`src/rtl/sum_scheduler_if.sv`:
```
// Request/result bundle between the vector-sum clients and the shared scheduler.
// The scheduler connects through the slave modport and clients through master.
interface sum_scheduler_if #(
  parameter int DATA_WIDTH = 32,
  parameter int LENGTH     = 8,
  parameter int NUM_REQ    = 4
);
  localparam int SUM_WIDTH = DATA_WIDTH + $clog2(LENGTH);
  localparam int ID_WIDTH  = $clog2(NUM_REQ);

  logic [NUM_REQ-1:0]                             req;
  logic [NUM_REQ-1:0][LENGTH-1:0][DATA_WIDTH-1:0] req_data;
  logic                                           flush;
  logic [NUM_REQ-1:0]                             ack;
  logic                                           busy;
  logic [SUM_WIDTH-1:0]                           result;
  logic [ID_WIDTH-1:0]                            result_id;
  logic                                           result_valid;
  logic                                           result_ready;

  modport master (
    output req, req_data, flush, result_ready,
    input  ack, busy, result, result_id, result_valid
  );

  modport slave (
    input  req, req_data, flush, result_ready,
    output ack, busy, result, result_id, result_valid
  );
endinterface

```
`src/rtl/sum_scheduler.sv`:
```
// Round-robin scheduler sharing one sequential accumulator among NUM_REQ clients.
// The winner's vector is snapshotted at grant and summed one element per cycle.
module sum_scheduler #(
  parameter int DATA_WIDTH = 32,
  parameter int LENGTH     = 8,
  parameter int NUM_REQ    = 4
) (
  input logic            clk,
  input logic            rst,
  sum_scheduler_if.slave bus
);
  localparam int SUM_WIDTH = DATA_WIDTH + $clog2(LENGTH);
  localparam int ID_WIDTH  = $clog2(NUM_REQ);
  localparam int PTR_WIDTH = $clog2(LENGTH);
  localparam logic [PTR_WIDTH-1:0] LAST_PTR = PTR_WIDTH'(LENGTH - 1);
  localparam logic [ID_WIDTH-1:0]  LAST_ID  = ID_WIDTH'(NUM_REQ - 1);

  typedef enum logic [1:0] {
    IDLE  = 2'd0,
    ACCUM = 2'd1,
    DONE  = 2'd2
  } state_t;

  state_t                            state_r;
  state_t                            next_state_s;
  logic [LENGTH-1:0][DATA_WIDTH-1:0] data_buf_r;
  logic [SUM_WIDTH-1:0]              acc_r, acc_s, sum_s;
  logic [PTR_WIDTH-1:0]              ptr_r, ptr_s;
  logic [ID_WIDTH-1:0]               last_r, last_s;
  logic [ID_WIDTH-1:0]               cand_s, winner_s;
  logic                              found_s, load_s;
  logic [NUM_REQ-1:0]                ack_r, ack_s;
  logic                              busy_r, busy_s;
  logic                              result_valid_r, result_valid_s;
  logic [SUM_WIDTH-1:0]              result_r, result_s;
  logic [ID_WIDTH-1:0]               result_id_r, result_id_s;

  assign sum_s = acc_r + SUM_WIDTH'(data_buf_r[ptr_r]);

  // Round-robin search: first set request strictly after the last winner.
  always_comb begin
    found_s  = 1'b0;
    winner_s = '0;
    cand_s   = '0;
    for (int i = 1; i <= NUM_REQ; i++) begin
      cand_s = ID_WIDTH'((int'(last_r) + i) % NUM_REQ);
      if (!found_s && bus.req[cand_s]) begin
        found_s  = 1'b1;
        winner_s = cand_s;
      end else begin
        found_s  = found_s;
      end
    end
  end

  // State register.
  always_ff @(posedge clk or posedge rst) begin
    if (rst) begin
      state_r <= IDLE;
    end else begin
      state_r <= next_state_s;
    end
  end

  // Next-state decode; flush outranks every other event.
  always_comb begin
    next_state_s = state_r;
    case (state_r)
      IDLE: begin
        if (bus.flush) begin
          next_state_s = IDLE;
        end else if (found_s) begin
          next_state_s = ACCUM;
        end else begin
          next_state_s = IDLE;
        end
      end
      ACCUM: begin
        if (bus.flush) begin
          next_state_s = IDLE;
        end else if (ptr_r == LAST_PTR) begin
          next_state_s = DONE;
        end else begin
          next_state_s = ACCUM;
        end
      end
      DONE: begin
        if (bus.flush || bus.result_ready) begin
          next_state_s = IDLE;
        end else begin
          next_state_s = DONE;
        end
      end
      default: next_state_s = IDLE;
    endcase
  end

  // Next values for the registered outputs and the datapath.
  always_comb begin
    ack_s          = '0;
    busy_s         = busy_r;
    result_s       = result_r;
    result_valid_s = result_valid_r;
    result_id_s    = result_id_r;
    last_s         = last_r;
    acc_s          = acc_r;
    ptr_s          = ptr_r;
    load_s         = 1'b0;
    case (state_r)
      IDLE: begin
        if (bus.flush) begin
          busy_s = 1'b0;
        end else if (found_s) begin
          ack_s       = NUM_REQ'(1'b1) << winner_s;
          busy_s      = 1'b1;
          result_id_s = winner_s;
          last_s      = winner_s;
          acc_s       = '0;
          ptr_s       = '0;
          load_s      = 1'b1;
        end else begin
          busy_s = 1'b0;
        end
      end
      ACCUM: begin
        if (bus.flush) begin
          busy_s         = 1'b0;
          result_valid_s = 1'b0;
        end else begin
          acc_s = sum_s;
          ptr_s = ptr_r + PTR_WIDTH'(1'b1);
          if (ptr_r == LAST_PTR) begin
            result_s       = sum_s;
            result_valid_s = 1'b1;
          end else begin
            result_valid_s = 1'b0;
          end
        end
      end
      DONE: begin
        if (bus.flush || bus.result_ready) begin
          busy_s         = 1'b0;
          result_valid_s = 1'b0;
        end else begin
          busy_s         = 1'b1;
          result_valid_s = 1'b1;
        end
      end
      default: begin
        busy_s         = 1'b0;
        result_valid_s = 1'b0;
      end
    endcase
  end

  // Output, pointer and snapshot registers.
  always_ff @(posedge clk or posedge rst) begin
    if (rst) begin
      ack_r          <= '0;
      busy_r         <= 1'b0;
      result_r       <= '0;
      result_valid_r <= 1'b0;
      result_id_r    <= '0;
      last_r         <= LAST_ID;
      acc_r          <= '0;
      ptr_r          <= '0;
      data_buf_r     <= '0;
    end else begin
      ack_r          <= ack_s;
      busy_r         <= busy_s;
      result_r       <= result_s;
      result_valid_r <= result_valid_s;
      result_id_r    <= result_id_s;
      last_r         <= last_s;
      acc_r          <= acc_s;
      ptr_r          <= ptr_s;
      if (load_s) begin
        data_buf_r <= bus.req_data[winner_s];
      end else begin
        data_buf_r <= data_buf_r;
      end
    end
  end

  assign bus.ack          = ack_r;
  assign bus.busy         = busy_r;
  assign bus.result       = result_r;
  assign bus.result_id    = result_id_r;
  assign bus.result_valid = result_valid_r;
endmodule

```
`src/flat_wrapper.sv`:
```
// flat-port wrapper written by rule: the top's interface ports become plain ports
module sum_scheduler_flat 
#(
  parameter int DATA_WIDTH = 32,
  parameter int LENGTH     = 8,
  parameter int NUM_REQ    = 4
)
  (clk, rst, bus_req, bus_req_data, bus_flush, bus_result_ready, bus_ack, bus_busy, bus_result, bus_result_id, bus_result_valid);
  sum_scheduler_if #(.DATA_WIDTH(DATA_WIDTH), .LENGTH(LENGTH), .NUM_REQ(NUM_REQ)) bus_i ();
  input logic clk;
  input logic rst;
  input wire logic [$bits(bus_i.req)-1:0] bus_req;
  input wire logic [$bits(bus_i.req_data)-1:0] bus_req_data;
  input wire logic [$bits(bus_i.flush)-1:0] bus_flush;
  input wire logic [$bits(bus_i.result_ready)-1:0] bus_result_ready;
  output wire logic [$bits(bus_i.ack)-1:0] bus_ack;
  output wire logic [$bits(bus_i.busy)-1:0] bus_busy;
  output wire logic [$bits(bus_i.result)-1:0] bus_result;
  output wire logic [$bits(bus_i.result_id)-1:0] bus_result_id;
  output wire logic [$bits(bus_i.result_valid)-1:0] bus_result_valid;
  assign bus_i.req = bus_req;
  assign bus_i.req_data = bus_req_data;
  assign bus_i.flush = bus_flush;
  assign bus_i.result_ready = bus_result_ready;
  assign bus_ack = bus_i.ack;
  assign bus_busy = bus_i.busy;
  assign bus_result = bus_i.result;
  assign bus_result_id = bus_i.result_id;
  assign bus_result_valid = bus_i.result_valid;
  sum_scheduler #(.DATA_WIDTH(DATA_WIDTH), .LENGTH(LENGTH), .NUM_REQ(NUM_REQ)) u_core (.clk(clk), .rst(rst), .bus(bus_i));
endmodule
```
`config.mk`:
```
export PLATFORM = sky130hd
export DESIGN_NAME = sum_scheduler_flat
export DESIGN_NICKNAME = d
export VERILOG_FILES = /design/src/rtl/sum_scheduler_if.sv /design/src/rtl/sum_scheduler.sv /design/src/flat_wrapper.sv
export SDC_FILE = /design/constraint.sdc
export NUM_CORES = 1
export LEC_CHECK = 0
export CELL_PAD_IN_SITES_DETAIL_PLACEMENT = 1
export CELL_PAD_IN_SITES_GLOBAL_PLACEMENT = 1
export CORE_AREA = 2 2 423 425
export CTS_CLUSTER_SIZE = 30
export DETAILED_ROUTE_END_ITERATION = 8
export DIE_AREA = 0 0 425 427
export PLACE_DENSITY = 0.55
export RECOVER_POWER = 100
export SETUP_SLACK_MARGIN = 0.3
export SLEW_MARGIN = 5
export SYNTH_ARGS = -nofsm -noshare
export SYNTH_HDL_FRONTEND = slang
export SYNTH_SLANG_ARGS = --single-unit
```
`constraint.sdc`:
```
create_clock -name clk -period 21.1 [get_ports clk]
set_clock_uncertainty 0.15 [all_clocks]
set_input_delay 4.22 -clock clk [delete_from_list [all_inputs] [get_ports clk]]
set_output_delay 4.22 -clock clk [all_outputs]
set_load 0.01 [all_outputs]
```
==> results.md <==
Synthesis:
- The share of synthesized flip-flops with an asynchronous set or reset is 1.00.
- The number of distinct library cell variants in the gate-level netlist after synthesis is 66.
- Synthesis inferred ~340 register bits.
- The prevailing post-synth register cell is sky130_fd_sc_hd__dfrtp_1.
- After synthesis the cells add up to around 0.024 mm^2.
- The net count of the mapped netlist is roughly 4500.
- Yosys printed 0 warnings.
- The share of synthesized area in the top cell type comes to 0.356.
- Sorting the synthesized cells by area gives the leading types as sky130_fd_sc_hd__dfrtp_1 36%, sky130_fd_sc_hd__nand2_1 26%, sky130_fd_sc_hd__o21ai_0 11%, sky130_fd_sc_hd__mux4_2 6.0%, sky130_fd_sc_hd__nand3_1 5.6%.
- The number of flops mapped to enable cells by yosys is 0.
- A synthesized cell averages between 6 and 7 um^2.
- The synthesized instance count is roughly 3500.
- The biggest area contributor in the post-synthesis netlist is sky130_fd_sc_hd__dfrtp_1.
- The sequential share of the synthesized area is 0.358.

Clocking:
- The CTS tree is built.
- Clock-pin slew was measured on the worst setup and hold paths at 0.06 ns.
- The longest clock path from root to sink contains 3 buffers.
- The insertion delay to the later sink of the worst-skew pair is around 0.65 ns.
- The H-tree was split into 2 levels.
- The number of hold-repair buffers added at the cts stage is 0.
- The TritonCTS buffer count is 50.
- The number of clock sinks is between 300 and 400.
- The root buffer cell is sky130_fd_sc_hd__clkbuf_16.
- The setup fix buffers added after clock tree synthesis is 0.
- The number of gates resized after CTS is 0.

Run:
- The number of max-capacitance violations reported is 11.

Floorplanning:
- The row count is roughly 160.
- The initial utilization of the core area, before any placement, comes to 0.135.
- The total I/O pin count is between 1000 and 1500.
- The core area is approximately 0.18 mm^2.
- The floorplan step set the die width to roughly 430 um.
- The overall die height is ~430 um.
- The total die area is 0.181 mm^2.

Timing:
- The number of max-slew violations in the final report is about 700.
- Derived from the worst setup path, the maximum achievable clock frequency is about 80 MHz.
- The pin slew with the least headroom to its limit is 5.15 ns.
- The clock period minus final worst setup slack is between 10 and 15 ns.
- The setup TNS after final layout is 0 ns.
- Setup repair after global routing left no endpoint under its margin.
- The tightest hold path in the finished design has a slack of roughly 0.32 ns.
- Headroom to the max-slew limit came out at -2.45.
- Setup violations remaining at the end of the flow were counted as 0.
- The number of hold-slack violations in the final timing report is 0.
- The share of the clock period used by the worst path after layout is 0.610.

Critical path:
- The critical path launch point type is an input port.
- The kind of end point of the critical path is a register.
- The data arrival time of the critical path is 13.17 ns.
- The required time of the worst setup path is 21.40 ns.
- The worst setup path is of the in -> reg kind.
- The maximum net fanout on the critical path is 124.

Route:
- The total DRC errors in the routed layout is 0.
- The average wire per standard cell is around 28 um.
- The total detailed-routing wirelength is between 150 and 200 mm.
- The detailed router's first-iteration violation count is ~1700.
- The number of vias per cell is 4.20.
- The remaining number of nets flagged by the antenna check after routing is 0.
- Detailed routing inserted a total of between 20000 and 30000 vias.
- For this run, the detailed router's first-pass iteration total came to 5.

Power:
- The worst ir drop on vdd is between 0.06 and 0.07 mV.
- The power per cell area is slightly below 100 mW/mm^2.
- The static leakage power is around 16 nW.

Status:
- The flow ran to the end, but the final reports show violations.
- The checks that failed: capacitance limit, slew limit.

Global route:
- The initial antenna violation count is 107.
- The number of global-route vias before repair came to ~29000.
- The global-route total usage across every layer is 0.200.
- The global-route congestion overflow total is 0.
- The maximum number of pins on one net before global-route repair is 141.
- The first global-routing pass estimated around 250 mm of wire.

Placed design:
- The detailed-placement wirelength estimate is 156 mm.
- The final weighted congestion of routability-driven global placement is between 0.9 and 1.
- The count of port buffers added during placement is roughly 1100.

Cells and area:
- The number of nets in the final layout is about 5400.
- The number of filler instances in the final layout is ~21000.
- The proportion of layout cells with a drive suffix above 1 is 0.0484.
- The signed area change from the synthesized netlist to the final layout is 61.4%.

Worst hold path:
- The path class of the lowest-slack min-delay path is reg -> reg.
-- power by group --
group	total [mW]	switching, mW	leakage (nW)	internal (mW)
clock network	0.890	0.365	0.832	0.525
logic	1.81	1.13	11.4	0.677
registers	1.11	0.261	4.22	0.853
-- logic make-up after synthesis --
| family | Yosys count | synth area share |
|---|---|---|
| compound gates | 697 | 0.159 |
| xor+xnor | 24 | 0.00881 |
| fa+ha+maj | 39 | 0.0208 |
| buf+inv | 287 | 0.0452 |
| flops | 341 | 0.358 |
| mux | 97 | 0.0759 |
| simple gates | 1986 | 0.332 |
-- worst max-delay path, cell delays in order --
cell and delay [ns]:
sky130_fd_sc_hd__dlygate4sd3_1 0.67, sky130_fd_sc_hd__o41ai_1 1.14, sky130_fd_sc_hd__or2_0 1.93, sky130_fd_sc_hd__clkbuf_1 2.44, sky130_fd_sc_hd__buf_4 1.18, sky130_fd_sc_hd__buf_4 1.04, sky130_fd_sc_hd__o21ai_0 0.27
-- cells in the final DEF, fill, tap and decap left out, drive strengths merged, types with 3 or more instances in the layout --
cell type	count
ha	38
nor2	26
a21boi	3
mux4	64
xor2	13
diode	23
clkbuf	85
o211ai	5
o21ai	578
nor3	3
inv	17
clkdlybuf4s50	1028
o2111ai	4
nor3b	3
dfrtp	339
and3	5
or4	3
o31a	4
o31ai	12
xnor2	11
a21oi	32
nand2	1648
nand2b	3
o41ai	4
a21o	19
o311ai	4
or3	6
nand4	7
a31oi	6
nand3	270
nor4	3
buf	26
dlygate4sd3	46
mux2	31
and2	3
or2	4
o21a	8
clkinv	10
-- worst paths after layout --
check	from	to	slack (ns)	cells past startpoint
max	bus_req[3]	u_core.data_buf_r[13]	8.23	7
min	u_core.bus.result[4]	u_core.bus.result[4]	0.32	2
max reg2reg	u_core.ptr_r[0]	u_core.bus.result[25]	11.63	12
min reg2reg	u_core.bus.result[4]	u_core.bus.result[4]	0.32	2
max in group asynchronous	rst	u_core.data_buf_r[125]	8.24	4
min in group asynchronous	rst	u_core.bus.result_id[1]	5.49	2
-- through the flow --
| step | area, um^2 | total power, mW | worst slack (ns) | util | std cells |
|---|---|---|---|---|---|
| after floorplan | 23900 | 1.99 | 7.28 | - | 3471 |
| final | 38500 | 3.82 | 8.23 | 0.217 | 6778 |
| after global routing | 38500 | 4.09 | 6.69 | 0.217 | 6762 |
| after global placement | 36900 | 2.97 | 11.36 | 0.208 | 6664 |
| after CTS | 38500 | 3.91 | 11.99 | 0.217 | 6755 |
| after detailed placement | 36900 | 2.99 | 11.25 | 0.208 | 6664 |
-- Yosys cell counts, drive strengths merged (12+ instances only) --
master,instances
nor2,26
clkbuf,249
buf,21
a21o,19
o21ai,578
mux4,64
dfrtp,339
nand3,270
nand2,1648
ha,38
o31ai,12
mux2,31
inv,17
a21oi,32
xor2,13
-- metal layers --
metal,GRT usage,vias to the layer above,routed length (um)
li1,-,13400,-
met3,0.0397,185,10800
met4,0.0407,56,3840
met5,0,-,363
met1,0.263,14000,83500
met2,0.338,835,90600
-- sequential cells by signal, summed over array words and instances (netlist names), 2 cells and up --
register,flops
u_core.state_r,2
u_core.bus.result_id,2
u_core.data_buf_r,256
u_core.last_r,2
u_core.acc_r,35
u_core.bus.ack,4
u_core.bus.result,35
u_core.ptr_r,3
-- final cells by class --
class	instances	area, um^2	area share
Antenna cell	23	57.6	0.00149
Clock buffer	77	1550	0.0402
Clock inverter	14	126	0.00328
Inverter	17	65.1	0.00169
Multi-Input combinational cell	2843	14200	0.369
Sequential cell	341	8540	0.222
Tap cell	2355	2950	0.0765
Timing Repair Buffer	1108	11000	0.286
(Power assumes the default switching activity.)
